[src/rtl/pipelined_id_stage.sv]
// RV32I decode stage with a registered ID/EX bundle and valid/ready flow control.
// Provides write-through register bypass, load-use stall, flush and bubble insertion.
//
// Ports: clk/reset (sync, active-high); if_valid/id_ready/if_instr/if_pc from fetch;
//   flush (redirect); wb_en/wb_rd/wb_data register write; ex_valid/ex_ready plus
//   the decoded ex_* bundle toward execute.
// ex_aluop classes: 0 add (address/PC), 1 branch compare, 2 R-type funct,
//   3 I-type funct, 4 pass immediate (LUI).
// ex_memtoreg: 0 ALU, 1 memory, 2 PC+4.
module pipelined_id_stage #(
  parameter  int XLEN  = 32,
  parameter  int NREGS = 32,
  localparam int RA_W  = $clog2(NREGS)
) (
  input  logic            clk,
  input  logic            reset,
  input  logic            if_valid,
  output logic            id_ready,
  input  logic [31:0]     if_instr,
  input  logic [XLEN-1:0] if_pc,
  input  logic            flush,
  input  logic            wb_en,
  input  logic [RA_W-1:0] wb_rd,
  input  logic [XLEN-1:0] wb_data,
  output logic            ex_valid,
  input  logic            ex_ready,
  output logic [XLEN-1:0] ex_pc,
  output logic [XLEN-1:0] ex_rs1_data,
  output logic [XLEN-1:0] ex_rs2_data,
  output logic [XLEN-1:0] ex_imm,
  output logic [RA_W-1:0] ex_rd,
  output logic [2:0]      ex_fn3,
  output logic            ex_fn7_5,
  output logic [6:0]      ex_opcode,
  output logic [2:0]      ex_aluop,
  output logic [1:0]      ex_memtoreg,
  output logic            ex_branch,
  output logic            ex_mem_read,
  output logic            ex_mem_write,
  output logic            ex_alu_src,
  output logic            ex_reg_write,
  output logic            ex_illegal
);

  typedef struct packed {
    logic            valid;
    logic [XLEN-1:0] pc;
    logic [XLEN-1:0] rs1;
    logic [XLEN-1:0] rs2;
    logic [XLEN-1:0] imm;
    logic [RA_W-1:0] rd;
    logic [2:0]      fn3;
    logic            fn7_5;
    logic [6:0]      opcode;
    logic [2:0]      aluop;
    logic [1:0]      memtoreg;
    logic            branch;
    logic            mem_read;
    logic            mem_write;
    logic            alu_src;
    logic            reg_write;
    logic            illegal;
  } id_ex_t;

  localparam logic [2:0] ALU_ADD = 3'd0;
  localparam logic [2:0] ALU_BR  = 3'd1;
  localparam logic [2:0] ALU_R   = 3'd2;
  localparam logic [2:0] ALU_I   = 3'd3;
  localparam logic [2:0] ALU_LUI = 3'd4;

  logic [XLEN-1:0] rf_q [NREGS];
  id_ex_t          ex_q, ex_d, dec;

  logic [6:0]      opc;
  logic [RA_W-1:0] rs1_a, rs2_a;
  logic [XLEN-1:0] rs1_v, rs2_v;
  logic [XLEN-1:0] imm_i, imm_s, imm_b, imm_u, imm_j;
  logic            is_lui, is_auipc, is_jal, is_jalr;
  logic            is_br, is_ld, is_st, is_opi, is_op;
  logic            is_fence, is_sys;
  logic            use_rs1, use_rs2;
  logic            hazard, advance;

  assign opc   = if_instr[6:0];
  assign rs1_a = if_instr[15 +: RA_W];
  assign rs2_a = if_instr[20 +: RA_W];

  assign is_lui   = opc == 7'b0110111;
  assign is_auipc = opc == 7'b0010111;
  assign is_jal   = opc == 7'b1101111;
  assign is_jalr  = opc == 7'b1100111;
  assign is_br    = opc == 7'b1100011;
  assign is_ld    = opc == 7'b0000011;
  assign is_st    = opc == 7'b0100011;
  assign is_opi   = opc == 7'b0010011;
  assign is_op    = opc == 7'b0110011;
  assign is_fence = opc == 7'b0001111;
  assign is_sys   = opc == 7'b1110011;

  assign imm_i = XLEN'($signed(if_instr[31:20]));
  assign imm_s = XLEN'($signed({if_instr[31:25], if_instr[11:7]}));
  assign imm_b = XLEN'($signed({if_instr[31], if_instr[7],
                                if_instr[30:25], if_instr[11:8], 1'b0}));
  assign imm_u = XLEN'($signed({if_instr[31:12], 12'b0}));
  assign imm_j = XLEN'($signed({if_instr[31], if_instr[19:12],
                                if_instr[20], if_instr[30:21], 1'b0}));

  // Same-cycle writeback is forwarded so a value is never read stale.
  assign rs1_v = (rs1_a == '0) ? '0 :
                 (wb_en && wb_rd == rs1_a) ? wb_data : rf_q[rs1_a];
  assign rs2_v = (rs2_a == '0) ? '0 :
                 (wb_en && wb_rd == rs2_a) ? wb_data : rf_q[rs2_a];

  assign use_rs1 = is_jalr | is_br | is_ld | is_st | is_opi | is_op;
  assign use_rs2 = is_br | is_st | is_op;

  always_comb begin
    dec        = '0;
    dec.valid  = 1'b1;
    dec.pc     = if_pc;
    dec.rs1    = rs1_v;
    dec.rs2    = rs2_v;
    dec.rd     = if_instr[7 +: RA_W];
    dec.fn3    = if_instr[14:12];
    dec.fn7_5  = if_instr[30];
    dec.opcode = opc;
    unique case (1'b1)
      is_lui: begin
        dec.imm = imm_u; dec.aluop = ALU_LUI;
        dec.alu_src = 1'b1; dec.reg_write = 1'b1;
      end
      is_auipc: begin
        dec.imm = imm_u; dec.aluop = ALU_ADD;
        dec.alu_src = 1'b1; dec.reg_write = 1'b1;
      end
      is_jal: begin
        dec.imm = imm_j; dec.memtoreg = 2'd2;
        dec.alu_src = 1'b1; dec.reg_write = 1'b1;
      end
      is_jalr: begin
        dec.imm = imm_i; dec.memtoreg = 2'd2;
        dec.alu_src = 1'b1; dec.reg_write = 1'b1;
      end
      is_br: begin
        dec.imm = imm_b; dec.aluop = ALU_BR;
        dec.branch = 1'b1;
      end
      is_ld: begin
        dec.imm = imm_i; dec.memtoreg = 2'd1;
        dec.mem_read = 1'b1; dec.alu_src = 1'b1;
        dec.reg_write = 1'b1;
      end
      is_st: begin
        dec.imm = imm_s; dec.mem_write = 1'b1;
        dec.alu_src = 1'b1;
      end
      is_opi: begin
        dec.imm = imm_i; dec.aluop = ALU_I;
        dec.alu_src = 1'b1; dec.reg_write = 1'b1;
      end
      is_op: begin
        dec.aluop = ALU_R; dec.reg_write = 1'b1;
      end
      is_fence, is_sys: begin
        dec.imm = imm_i; dec.alu_src = 1'b1;
      end
      default: dec.illegal = 1'b1;
    endcase
  end

  // A load in EX cannot forward in time to a dependent consumer here.
  assign hazard = ex_q.valid && ex_q.mem_read && ex_q.rd != '0 &&
                  ((use_rs1 && rs1_a == ex_q.rd) ||
                   (use_rs2 && rs2_a == ex_q.rd));
  assign advance  = !ex_q.valid || ex_ready;
  assign id_ready = flush || (advance && !hazard);

  always_comb begin
    ex_d = ex_q;
    if (flush)
      ex_d = '0;
    else if (advance)
      ex_d = (if_valid && !hazard) ? dec : '0;
  end

  always_ff @(posedge clk) begin
    if (reset) ex_q <= '0;
    else       ex_q <= ex_d;
  end

  always_ff @(posedge clk) begin
    if (reset) begin
      for (int i = 0; i < NREGS; i++) rf_q[i] <= '0;
    end else if (wb_en && wb_rd != '0) begin
      rf_q[wb_rd] <= wb_data;
    end
  end

  assign ex_valid     = ex_q.valid;
  assign ex_pc        = ex_q.pc;
  assign ex_rs1_data  = ex_q.rs1;
  assign ex_rs2_data  = ex_q.rs2;
  assign ex_imm       = ex_q.imm;
  assign ex_rd        = ex_q.rd;
  assign ex_fn3       = ex_q.fn3;
  assign ex_fn7_5     = ex_q.fn7_5;
  assign ex_opcode    = ex_q.opcode;
  assign ex_aluop     = ex_q.aluop;
  assign ex_memtoreg  = ex_q.memtoreg;
  assign ex_branch    = ex_q.branch;
  assign ex_mem_read  = ex_q.mem_read;
  assign ex_mem_write = ex_q.mem_write;
  assign ex_alu_src   = ex_q.alu_src;
  assign ex_reg_write = ex_q.reg_write;
  assign ex_illegal   = ex_q.illegal;

endmodule

[config.mk]
export PLATFORM = sky130hd
export DESIGN_NAME = pipelined_id_stage
export DESIGN_NICKNAME = d
export VERILOG_FILES = /design/src/rtl/pipelined_id_stage.sv
export SDC_FILE = /design/constraint.sdc
export NUM_CORES = 2
export LEC_CHECK = 0
export BUFFER_PORTS_ARGS = -buffer_cell sky130_fd_sc_hd__buf_4
export CAP_MARGIN = 20
export CORE_ASPECT_RATIO = 1.2
export CORE_MARGIN = 2
export CORE_UTILIZATION = 40
export DETAILED_ROUTE_END_ITERATION = 8
export GPL_ROUTABILITY_DRIVEN = 1
export GPL_TIMING_DRIVEN = 0
export HOLD_SLACK_MARGIN = 0.15
export PLACE_DENSITY = 0.56
export SKIP_LAST_GASP = 1
export SLEW_MARGIN = 20
export SYNTH_ARGS = -nofsm -noshare
export SYNTH_HDL_FRONTEND = slang
export SYNTH_SLANG_ARGS = --single-unit
[constraint.sdc]
create_clock -name clk -period 7 [get_ports clk]
set_input_delay 1.05 -clock clk [delete_from_list [all_inputs] [get_ports clk]]
set_output_delay 1.05 -clock clk [all_outputs]
set_load 0.01 [all_outputs]
==> summary.md <==
| Metric | Value |
|---|---|
| Clock Path Buffers | 3 |
| Number of synthesized flops with an enable pin | 1,024 |
| Die width | 358 µm |
| Sequential area share after synthesis | 56.4% |
| Pin count of the biggest net entering global routing | 33 |
| Yosys top cell area share | 51.2% |
| Required time worst endpoint | 5950 ps |
| Switch Pwr | 4.82 mW |
| Fin Hold WS | 455 ps |
| Crit path kind | primary input to output port |
| VDD IR max | 223 µV |
| Fillers | 13,246 |
| Vias in the first global route | 43,155 |
| Synth Register Bits | 1,180 |
| RSZ-0062 raised after global routing | no |
| Via count | 45,439 |
| Vert. Die Dim | 429 µm |
| DPL Wire Length | 214 mm |
| Area growth from synthesis to layout | 15.8% |
| Post-route DRC | 0 |
| Netlist cell types | 61 |
| Slew Limit Fails | 0 |
| Layout cells sized above 1 | 22.9% |
| Tcrit/Tclk final | 73.7% |
| Max incr delay on CP | 860 ps |
| Wire per inst | 44.5 µm |
| Final Setup Violations | 0 |
| CP startpoint kind | primary input |
| GR Util All Layers | 38.8% |
| Max frequency | 194 MHz |
| # Post-CTS Setup Buffers | 0 |
| Setup Total Neg Slack | 0 ps |
| Sink Count | 1,180 |
| Tightest Hold Check Type | flip-flop to flip-flop |
| Final GP Congestion | 1.01 |
| Minimum clock period | 5160 ps |
| Post-Syn Area | 60,100 µm² |
| Gate Count Post-Synth | 4,251 |
| Cell taking the most area after synthesis | edfxtp_1 |
| Leakage | 24.9 nW |
| Wire length of the first global-routing pass | 392 mm |
| Flop pwr share | 46.6% |
| Vias per cell | 6.70 |
| Clk_skew | 28.8 ps |
| Worst setup EP type | output port |
| Internal Power | 12.8 mW |
| Worst-path clk slew | 60 ps |
| CTS root buf | clkbuf_16 |
| Drt initial violations | 7,294 |
| Avg Cell Area, Syn | 14.1 µm² |
| Critical path buffers and inverters | 3 |
| CP Cell Sequence | clkbuf_1 -> xnor2_1 -> nand4_1 -> nor4b_1 -> o21ai_2 -> clkbuf_1 -> a21o_1 -> buf_4 |
| Total of max-cap violations | 0 |
| CP Max Fanout | 10 |
| Final Hold Viols | 0 |
| Status | complete, no violations |
| PortBufs | 252 |
| # hold bufs at CTS | 0 |
| Post-CTS Resized | 0 |
| Initial core utilization | 40.3% |
| Clk pwr share | 40.5% |
| Setup slack, reg-to-reg | 3440 ps |
| IO Count | 264 |
| Leading post-synthesis cells by cell area | edfxtp_1, mux4_2, and2_1 |
| Rel. slew slack | 8.03% |
| Critical path arrival | 4110 ps |
| Final wirelength | 302 mm |
| Delay-heaviest family, CP | buffers and inverters |
| Worst path most repeated cell | clkbuf_1 |
| FFs w/ async S/R, synth | 0% |
| DRT Pass-1 Iters | 8 |
| H-Tree Depth | 4 |
| Post-route ant nets | 0 |
| Least-Margin Pin Slew | 1380 ps |
| Antenna violations before repair | 37 |
| GRT overflow | 0 |
| Clock insertion delay at the later pin of the skew report | 830 ps |
| Crit-path slowest cell | clkbuf_1 |
| Sw frac | 27.4% |
| Layout Nets | 4,804 |
| Row count | 155 |
| Top_reg_cell synth | edfxtp_1 |
| Synth warnings | 0 |
| DIE AREA | 153,000 µm² |
| Logic pwr share | 12.9% |
| TritonCTS Buffers | 132 |
| Power Density | 253 nW/µm² |
| CTS tree | done |
| Core ar. | 149,000 µm² |
cell type report:
cell class | count | area, µm² | area share [%]
Clock buffer | 184 | 3730 | 5.36
Antenna cell | 20 | 50.0 | 0.0719
Buffer | 465 | 2100 | 3.02
Multi-Input combinational cell | 2635 | 24400 | 35.1
Sequential cell | 1180 | 33900 | 48.7
Inverter | 2 | 7.51 | 0.0108
Tap cell | 1962 | 2450 | 3.53
Clock inverter | 54 | 508 | 0.730
Timing Repair Buffer | 281 | 2450 | 3.52
state kept, by name, indices dropped and copies added, names as in the netlist, 2 cells and up:
name / count
ex_aluop: 3
ex_fn3: 3
ex_imm: 32
ex_memtoreg: 2
ex_opcode: 7
ex_pc: 32
ex_rd: 5
ex_rs1_data: 32
ex_rs2_data: 32
rf_q: 1024
metal layers:
layer  global-route usage [%]  part of all wire [%]  up-vias
li1                         -                     -    17334
met1                     46.7                    35    23284
met2                     57.3                    43     3766
met3                     13.2                    13     1047
met4                     29.0                   9.1        8
met5                        0                 0.028        -
logic make-up (layout without fill, tap and decap cells):
kind of cell	after synthesis	in the layout	synth area share [%]
multiplexers	642	642	18.7
other	1	52	0.00624
buffers and inverters	467	986	3.36
XOR/XNOR	20	20	0.292
flip-flops	1180	1180	56.4
AO/OA/AOI/OAI	674	674	8.49
AND/OR/NAND/NOR	1267	1267	12.8
worst paths after layout:
kind	to	cells after the start	from
min	ex_imm[21]	2	ex_imm[21]
max	id_ready	8	if_instr[24]
max reg2reg	ex_rs2_data[27]	7	ex_valid
min reg2reg	ex_imm[21]	2	ex_imm[21]
metrics by stage:
step	instances	util (%)	cell area, µm²	worst slack, ps	total power [mW]
global route	6766	46.7	69500	1940	17.8
global placement	6496	43.3	64500	1440	10.4
CTS	6757	46.6	69500	2100	17.4
detailed placement	6519	43.8	65200	1910	10.5
floorplan	4282	-	60200	3430	9.36
finish	6783	46.7	69600	1840	17.6
cell usage after synthesis (all sizes together) (2+ instances only):
| library cell | n |
|---|---|
| a21oi | 68 |
| mux2i | 256 |
| nand4 | 2 |
| edfxtp | 1024 |
| buf | 129 |
| clkbuf | 336 |
| inv | 2 |
| o21ai | 68 |
| a41oi | 31 |
| or3 | 4 |
| and2 | 997 |
| a2111oi | 15 |
| o21a | 2 |
| nor2 | 54 |
| nor4 | 18 |
| mux4 | 385 |
| dfxtp | 156 |
| nand2b | 5 |
| a221o | 32 |
| a32o | 4 |
| o31ai | 3 |
| xnor2 | 7 |
| nor2b | 11 |
| nand3 | 8 |
| a211oi | 76 |
| a22o | 133 |
| nand2 | 52 |
| or3b | 4 |
| nand3b | 5 |
| o221ai | 64 |
| or2 | 34 |
| o22ai | 64 |
| xor2 | 13 |
| and4 | 2 |
| nor3 | 29 |
| and3 | 34 |
| a21o | 15 |
| nor3b | 4 |
| a22oi | 91 |
power by group through the flow:
stage          clock network [mW]  logic, mW  registers (mW)
6_report                     7.11       2.27            8.19
4_1_cts                      7.06       2.15            8.18
3_3_place_gp                    0       2.11            8.32
2_1_floorplan                   0       1.10            8.26
3_5_place_dp                    0       2.15            8.33
5_1_grt                      7.32       2.25            8.22
worst register-to-register path, stage by stage (launching register included):
cell and delay, ps:
dfxtp_1 530, nand2b_1 310, and3_1 350, o31ai_1 130, nand2b_1 430, clkbuf_1 1020
nor4_1 330, a221o_1 350
layout by cell type, fill, tap and decap left out, types with 16 or more instances in the layout:
| cell type | n |
|---|---|
| a211oi_1 | 76 |
| a21oi_1 | 68 |
| a221o_1 | 32 |
| a22o_1 | 133 |
| a22oi_1 | 91 |
| a41oi_1 | 31 |
| and2_1 | 996 |
| and3_1 | 34 |
| buf_2 | 98 |
| buf_4 | 271 |
| buf_6 | 19 |
| clkbuf_1 | 309 |
| clkbuf_16 | 138 |
| clkbuf_2 | 61 |
| clkinv_1 | 16 |
| conb_1 | 32 |
| dfxtp_1 | 156 |
| diode_2 | 20 |
| edfxtp_1 | 1024 |
| mux2i_1 | 256 |
| mux4_2 | 385 |
| nand2_1 | 52 |
| nor2_1 | 52 |
| nor3_1 | 26 |
| nor4_1 | 17 |
| o21ai_0 | 34 |
| o21ai_1 | 33 |
| o221ai_1 | 64 |
| o22ai_1 | 64 |
| or2_4 | 27 |
Note: power is estimated with default switching activity, not from simulation.
